[src/rtl/stream_reader_pkg.sv]
// Shared constants, types and the CRC-16/XMODEM byte step for the block-RAM stream reader.
package stream_reader_pkg;
  localparam int ADDR_W     = 9;
  localparam int DATA_W     = 8;
  localparam int LEN_W      = 10;
  localparam int FIFO_DEPTH = 3;
  localparam logic [15:0] CRC16_POLY = 16'h1021;

  typedef logic [ADDR_W-1:0] addr_t;
  typedef logic [LEN_W-1:0]  len_t;
  typedef logic [DATA_W-1:0] byte_t;
  typedef enum logic {IDLE, STREAM} state_t;

  function automatic logic [15:0] crc16_byte(input logic [15:0] crc, input byte_t data);
    logic [15:0] c;
    c = crc ^ {data, 8'h00};
    for (int i = 0; i < 8; i++)
      c = c[15] ? ((c << 1) ^ CRC16_POLY) : (c << 1);
    return c;
  endfunction
endpackage

[src/rtl/byte_prefetch_fifo.sv]
// Small synchronous byte FIFO with flush; head is always presented, count tracks occupancy.
module byte_prefetch_fifo
  import stream_reader_pkg::*;
#(
  parameter int DEPTH = FIFO_DEPTH,
  parameter int CNT_W = $clog2(DEPTH + 1)
) (
  input  logic             Clk,
  input  logic             Reset,
  input  logic             push,
  input  byte_t            push_data,
  input  logic             pop,
  input  logic             flush,
  output byte_t            head,
  output logic [CNT_W-1:0] count
);
  localparam int PTR_W = (DEPTH > 1) ? $clog2(DEPTH) : 1;

  byte_t            mem [DEPTH];
  logic [PTR_W-1:0] wr_ptr, rd_ptr;
  logic             do_push, do_pop;

  function automatic logic [PTR_W-1:0] inc(input logic [PTR_W-1:0] p);
    return (p == PTR_W'(DEPTH - 1)) ? '0 : p + PTR_W'(1);
  endfunction

  assign do_pop  = pop && (count != '0);
  assign do_push = push && ((count != CNT_W'(DEPTH)) || do_pop);
  assign head    = mem[rd_ptr];

  always_ff @(posedge Clk or posedge Reset) begin
    if (Reset) begin
      wr_ptr <= '0;
      rd_ptr <= '0;
      count  <= '0;
      for (int i = 0; i < DEPTH; i++) mem[i] <= '0;
    end else if (flush) begin
      rd_ptr <= wr_ptr;
      count  <= '0;
    end else begin
      if (do_push) begin
        mem[wr_ptr] <= push_data;
        wr_ptr      <= inc(wr_ptr);
      end
      if (do_pop) rd_ptr <= inc(rd_ptr);
      count <= count + CNT_W'(do_push) - CNT_W'(do_pop);
    end
  end
endmodule

[src/rtl/blockram_stream_reader.sv]
// Read sequencer: streams Length bytes from the block RAM starting at StartAddr as valid/ready bytes.
// Optional CRC-16/XMODEM of accepted bytes on Crc16 when STREAM_READER_CRC_EN is defined.
module blockram_stream_reader
  import stream_reader_pkg::*;
(
  input  logic        Clk,
  input  logic        Reset,
  input  logic        Start,
  input  addr_t       StartAddr,
  input  len_t        Length,
  input  logic        Abort,
  output logic        Busy,
  output logic        Done,
  output logic        RamReadEnable,
  output addr_t       RamReadAddr,
  input  byte_t       RamReadData,
  output logic        OutValid,
  output byte_t       OutData,
  input  logic        OutReady
`ifdef STREAM_READER_CRC_EN
  , output logic [15:0] Crc16
`endif
);
  localparam int CNT_W = $clog2(FIFO_DEPTH + 1);

  state_t           state, state_nxt;
  addr_t            addr, addr_nxt;
  len_t             issue_rem, issue_nxt, pop_rem, pop_nxt;
  logic             inflight, done_nxt, issue, fire, accept;
  logic [CNT_W-1:0] fifo_count;

  // Credit counts the in-flight read so the FIFO can never overflow; registered terms only.
  assign issue  = (state == STREAM) && (issue_rem != '0) &&
                  ((int'(fifo_count) + int'(inflight)) < FIFO_DEPTH);
  assign fire   = OutValid && OutReady && !Abort;
  assign accept = (state == IDLE) && Start && !Abort;

  assign Busy          = (state == STREAM);
  assign RamReadEnable = issue;
  assign RamReadAddr   = addr;
  assign OutValid      = (fifo_count != '0);

  always_comb begin
    state_nxt = state;
    addr_nxt  = addr;
    issue_nxt = issue_rem;
    pop_nxt   = pop_rem;
    done_nxt  = 1'b0;
    case (state)
      IDLE: if (accept) begin
        addr_nxt  = StartAddr;
        issue_nxt = Length;
        pop_nxt   = Length;
        if (Length == '0) done_nxt  = 1'b1;
        else              state_nxt = STREAM;
      end
      STREAM: begin
        if (issue) begin
          addr_nxt  = addr + addr_t'(1);
          issue_nxt = issue_rem - len_t'(1);
        end
        if (fire) begin
          pop_nxt = pop_rem - len_t'(1);
          if (pop_rem == len_t'(1)) begin
            state_nxt = IDLE;
            done_nxt  = 1'b1;
          end
        end
      end
      default: state_nxt = IDLE;
    endcase
    if (Abort) begin
      state_nxt = IDLE;
      issue_nxt = '0;
      pop_nxt   = '0;
      done_nxt  = 1'b0;
    end
  end

  always_ff @(posedge Clk or posedge Reset) begin
    if (Reset) begin
      state     <= IDLE;
      addr      <= '0;
      issue_rem <= '0;
      pop_rem   <= '0;
      inflight  <= 1'b0;
      Done      <= 1'b0;
    end else begin
      state     <= state_nxt;
      addr      <= addr_nxt;
      issue_rem <= issue_nxt;
      pop_rem   <= pop_nxt;
      inflight  <= issue && !Abort;
      Done      <= done_nxt;
    end
  end

  byte_prefetch_fifo #(.DEPTH(FIFO_DEPTH)) u_fifo (
    .Clk       (Clk),
    .Reset     (Reset),
    .push      (inflight),
    .push_data (RamReadData),
    .pop       (fire),
    .flush     (Abort),
    .head      (OutData),
    .count     (fifo_count)
  );

`ifdef STREAM_READER_CRC_EN
  always_ff @(posedge Clk or posedge Reset) begin
    if (Reset)       Crc16 <= '0;
    else if (accept) Crc16 <= '0;
    else if (fire)   Crc16 <= crc16_byte(Crc16, OutData);
  end
`endif
endmodule
[config.mk]
export PLATFORM = sky130hd
export DESIGN_NAME = blockram_stream_reader
export DESIGN_NICKNAME = d
export VERILOG_FILES = /design/src/rtl/stream_reader_pkg.sv /design/src/rtl/byte_prefetch_fifo.sv /design/src/rtl/blockram_stream_reader.sv
export SDC_FILE = /design/constraint.sdc
export NUM_CORES = 1
export LEC_CHECK = 0
export ABC_AREA = 1
export CAP_MARGIN = 20
export CORE_UTILIZATION = 59
export DETAILED_ROUTE_END_ITERATION = 10
export PLACE_DENSITY = 0.88
export REMOVE_ABC_BUFFERS = 1
export SETUP_SLACK_MARGIN = 0.3
export SLEW_MARGIN = 20
export SYNTH_ARGS = -nofsm -noshare
export SYNTH_HDL_FRONTEND = slang
export SYNTH_HIERARCHICAL = 1
export SYNTH_SLANG_ARGS = --single-unit
[constraint.sdc]
create_clock -name Clk -period 3.1 [get_ports Clk]
set_input_delay 0.62 -clock Clk [delete_from_list [all_inputs] [get_ports Clk]]
set_output_delay 0.62 -clock Clk [all_outputs]
set_load 0.01 [all_outputs]
==> impl_summary.log <==
[metrics] status: complete, no violations
[metrics] count of cell types in the netlist: 34
[metrics] min-delay worst type: reg -> reg
[metrics] Sequential cell area: 0.00155 sq mm
[metrics] Net count, final: 616
[metrics] Clock Skew: 0.00875 ns
[metrics] number of buffers between clock root and the deepest sink: 2
[metrics] relative slew slack: around three fifths
[metrics] Mean Syn Cell Area: 7.31 sq um
[metrics] arrival time at the worst endpoint: 2.06 ns
[metrics] peak clock frequency supported by timing: 373 MHz
[metrics] leading cell type in the layout, fill and taps excluded: sky130_fd_sc_hd__nand2_1
[metrics] total of endpoints with negative setup slack in the final report: 0
[metrics] Final period util: 86.4%
[metrics] HPWL after detailed placement: 6500 um
[metrics] post-synthesis instance total: 519
[metrics] layout filler cell count: 435
[metrics] critical path class: reg -> out
[metrics] pins over their slew limit: 0
[metrics] Antenna Nets Post-Route: 0
[metrics] Die Width: 82.2 um
[metrics] Seq cells post-synth: 62
[metrics] starting density of the core: 62.6%
[metrics] highest net fanout along the worst path: 8
[metrics] worst slack on hold paths: 0.490 ns
[metrics] via count of the first global-routing pass: about 3.5k
[metrics] static leakage: ~0.0023 uW
[metrics] maximum vdd drop: 492 uV
[metrics] CTS root buffer: sky130_fd_sc_hd__clkbuf_8
[metrics] worst r2r src: u_fifo/count[0]$_DFF_PP0_
[metrics] worst-case hold path end point: u_fifo/mem[21]$_DFFE_PP0P_
[metrics] number of cells traversed by the worst hold path: 2
[metrics] Hold Vio Cnt, Final: 0
[metrics] total negative setup slack: 0 ns
[metrics] setup repair after global routing missed its margin: no
[metrics] required arrival time at the worst endpoint: approximately 2.5 ns
[metrics] routed len/inst: 14.5 um
[metrics] die footprint: 0.00676 sq mm
[metrics] Final Critical Period: around 2.7 ns
[metrics] Antenna Diode Count: 0
[metrics] Max Cap Violations: 0
[metrics] number of antenna violations at the first check in global routing: 0
[metrics] initial detailed-routing violation count: 297
[metrics] Core Rows: 28
[metrics] first-pass GRT wire length: between 15000 and 20000 um
[metrics] clock tree from TritonCTS: yes
[metrics] Top-Level Pins: 53
[metrics] number of hold buffers added after CTS: 0
[metrics] P&R area growth vs syn: 20.9%
[metrics] footprint of the multi-input gates: between 0.0015 and 0.002 sq mm
[metrics] warnings from Yosys: 6
[metrics] Worst Tran Pin Value: a little over 0.6 ns
[metrics] CTS clk-pin slew, worst paths: 0.08 ns
[metrics] fraction of final layout cells with drive strength greater than 1: 11.5%
[metrics] most frequent cells in the layout: sky130_fd_sc_hd__nand2_1 (187), sky130_fd_sc_hd__dfrtp_1 (60), sky130_fd_sc_hd__clkdlybuf4s50_1 (51), sky130_fd_sc_hd__inv_1 (46), sky130_fd_sc_hd__nor2_1 (36)
[metrics] number of port buffers: 52
[metrics] post-synthesis instance area: 0.00380 sq mm
[metrics] Total GRT Usage: 30.7%
[metrics] overflow left after global routing: 0
[metrics] post-detailed-routing wire length: 9520 um
[metrics] via count: around 3.7k
[metrics] global placer's final weighted congestion: 0.851
[metrics] source-to-sink clock delay at the later pin of the worst-skew pair: 0.36 ns
[metrics] fraction of the yosys area taken by sequential cells: 40.9%
[metrics] core area: 0.00606 sq mm
[metrics] floorplan die height: 82.2 um
[metrics] router iterations before antenna repair: 5
[metrics] detailed-route vias per instance: 5.64
[metrics] type of element launching the critical path: flop
[metrics] Pwr per Cell Area: about 730 mW/mm^2
[metrics] H-tree depth reported by CTS: 3
[metrics] post-detailed-route DRC marker count: 0
[metrics] clock sink total: 62
[metrics] r2r worst-path depth: 13
[metrics] largest net degree at the start of global routing: 33
[metrics] Reg2Reg Capture Point: u_fifo/count[1]$_DFF_PP0_
[metrics] number of buffers created by CTS: 9
[metrics] min-delay src: u_fifo/mem[21]$_DFFE_PP0P_
[metrics] reg2reg setup slack: 1.09 ns
[metrics] CP Capture Type: output pin
==> flip-flops by register name, summed over array words and instances (netlist names) <==
register,count
Busy,1
Done,1
RamReadAddr,9
inflight,1
issue_rem,10
pop_rem,10
u_fifo/count,2
u_fifo/mem,24
u_fifo/rd_ptr,2
u_fifo/wr_ptr,2
==> stage by stage <==
step | instances | total power [uW] | setup WS [ns] | util (%) | instance area (sq um)
2_1_floorplan | 504 | 2010 | 0.940 | - | 3680
3_3_place_gp | 638 | 2450 | 0.604 | 71.7 | 4350
3_5_place_dp | 638 | 2510 | 0.523 | 71.7 | 4350
4_1_cts | 656 | 3350 | 0.460 | 75.7 | 4590
5_1_grt | 656 | 3570 | 0.315 | 75.7 | 4590
6_report | 656 | 3360 | 0.423 | 75.7 | 4590
==> kinds of logic after synthesis <==
kind of cell	share of synthesized area (%)
fa+ha+maj	2.64
flops	40.9
compound gates	9.59
xor+xnor	0.231
simple gates	37.8
buf+inv	8.83
==> layout make-up <==
| class | count | area share, % |
|---|---|---|
| clock buffers | 9 | 2.70 |
| clock inverters | 7 | 2.24 |
| inverters | 58 | 4.75 |
| multi-input cells | 384 | 41.6 |
| flip-flops and latches | 62 | 33.9 |
| well taps | 75 | 2.05 |
| repair buffers | 61 | 12.8 |
==> how the worst max path moves through the flow <==
stage                            startpoint            end  slack (ns)  cells past startpoint
2_1_floorplan                Busy$_DFF_PP0_  RamReadEnable        0.94                      4
3_3_place_gp             inflight$_DFF_PP0_  RamReadEnable        0.60                      7
3_5_place_dp             inflight$_DFF_PP0_  RamReadEnable        0.52                      7
4_1_cts        u_fifo/rd_ptr[0]$_DFFE_PP0P_     OutData[0]        0.46                      4
5_1_grt        u_fifo/rd_ptr[0]$_DFFE_PP0P_     OutData[2]        0.32                      4
6_report       u_fifo/rd_ptr[0]$_DFFE_PP0P_     OutData[5]        0.42                      4
==> what timing repair did <==
item                       in CTS  in global routing
setup endpoints to repair       1                  0
hold endpoints to repair        0                  0
setup buffers                   2                  0
gates resized for setup         3                  0
==> critical path: stages, from the launching register on <==
cell                              delay, ns
sky130_fd_sc_hd__dfrtp_1               0.41
sky130_fd_sc_hd__nor2_1                0.49
sky130_fd_sc_hd__nand2_1               0.14
sky130_fd_sc_hd__nand3_1               0.12
sky130_fd_sc_hd__clkdlybuf4s50_1       0.53
==> metal layers <==
| layer | part of all wire (%) | global-route usage, % |
|---|---|---|
| met4 | 2.6 | 14.7 |
| met3 | 7.3 | 5.38 |
| met2 | 49 | 50.8 |
| met1 | 41 | 38.8 |
| met5 | 0 | 0 |
==> cell usage after synthesis (all sizes together) <==
cell type    n  area (sq um)
nand2      190           721
dfrtp       62          1550
inv         58           218
nor2        43           209
o21ai       43           245
nand3       39           220
nand4       32           236
a21oi       15          75.1
buf         13           110
ha           8           100
nor3         4          25.0
clkbuf       2          7.51
o21bai       2          15.0
or2          2          12.5
a31oi        1          6.26
nor3b        1          12.5
o211ai       1          7.51
o21a         1          7.51
o31ai        1          7.51
xor2         1          8.76
==> where the power goes <==
group / switching (uW) / internal, uW
registers: 209 / 1060
logic: 736 / 523
clock network: 365 / 463
total: 1310 / 2050
No activity file was read; power rests on OpenSTA's default activity.
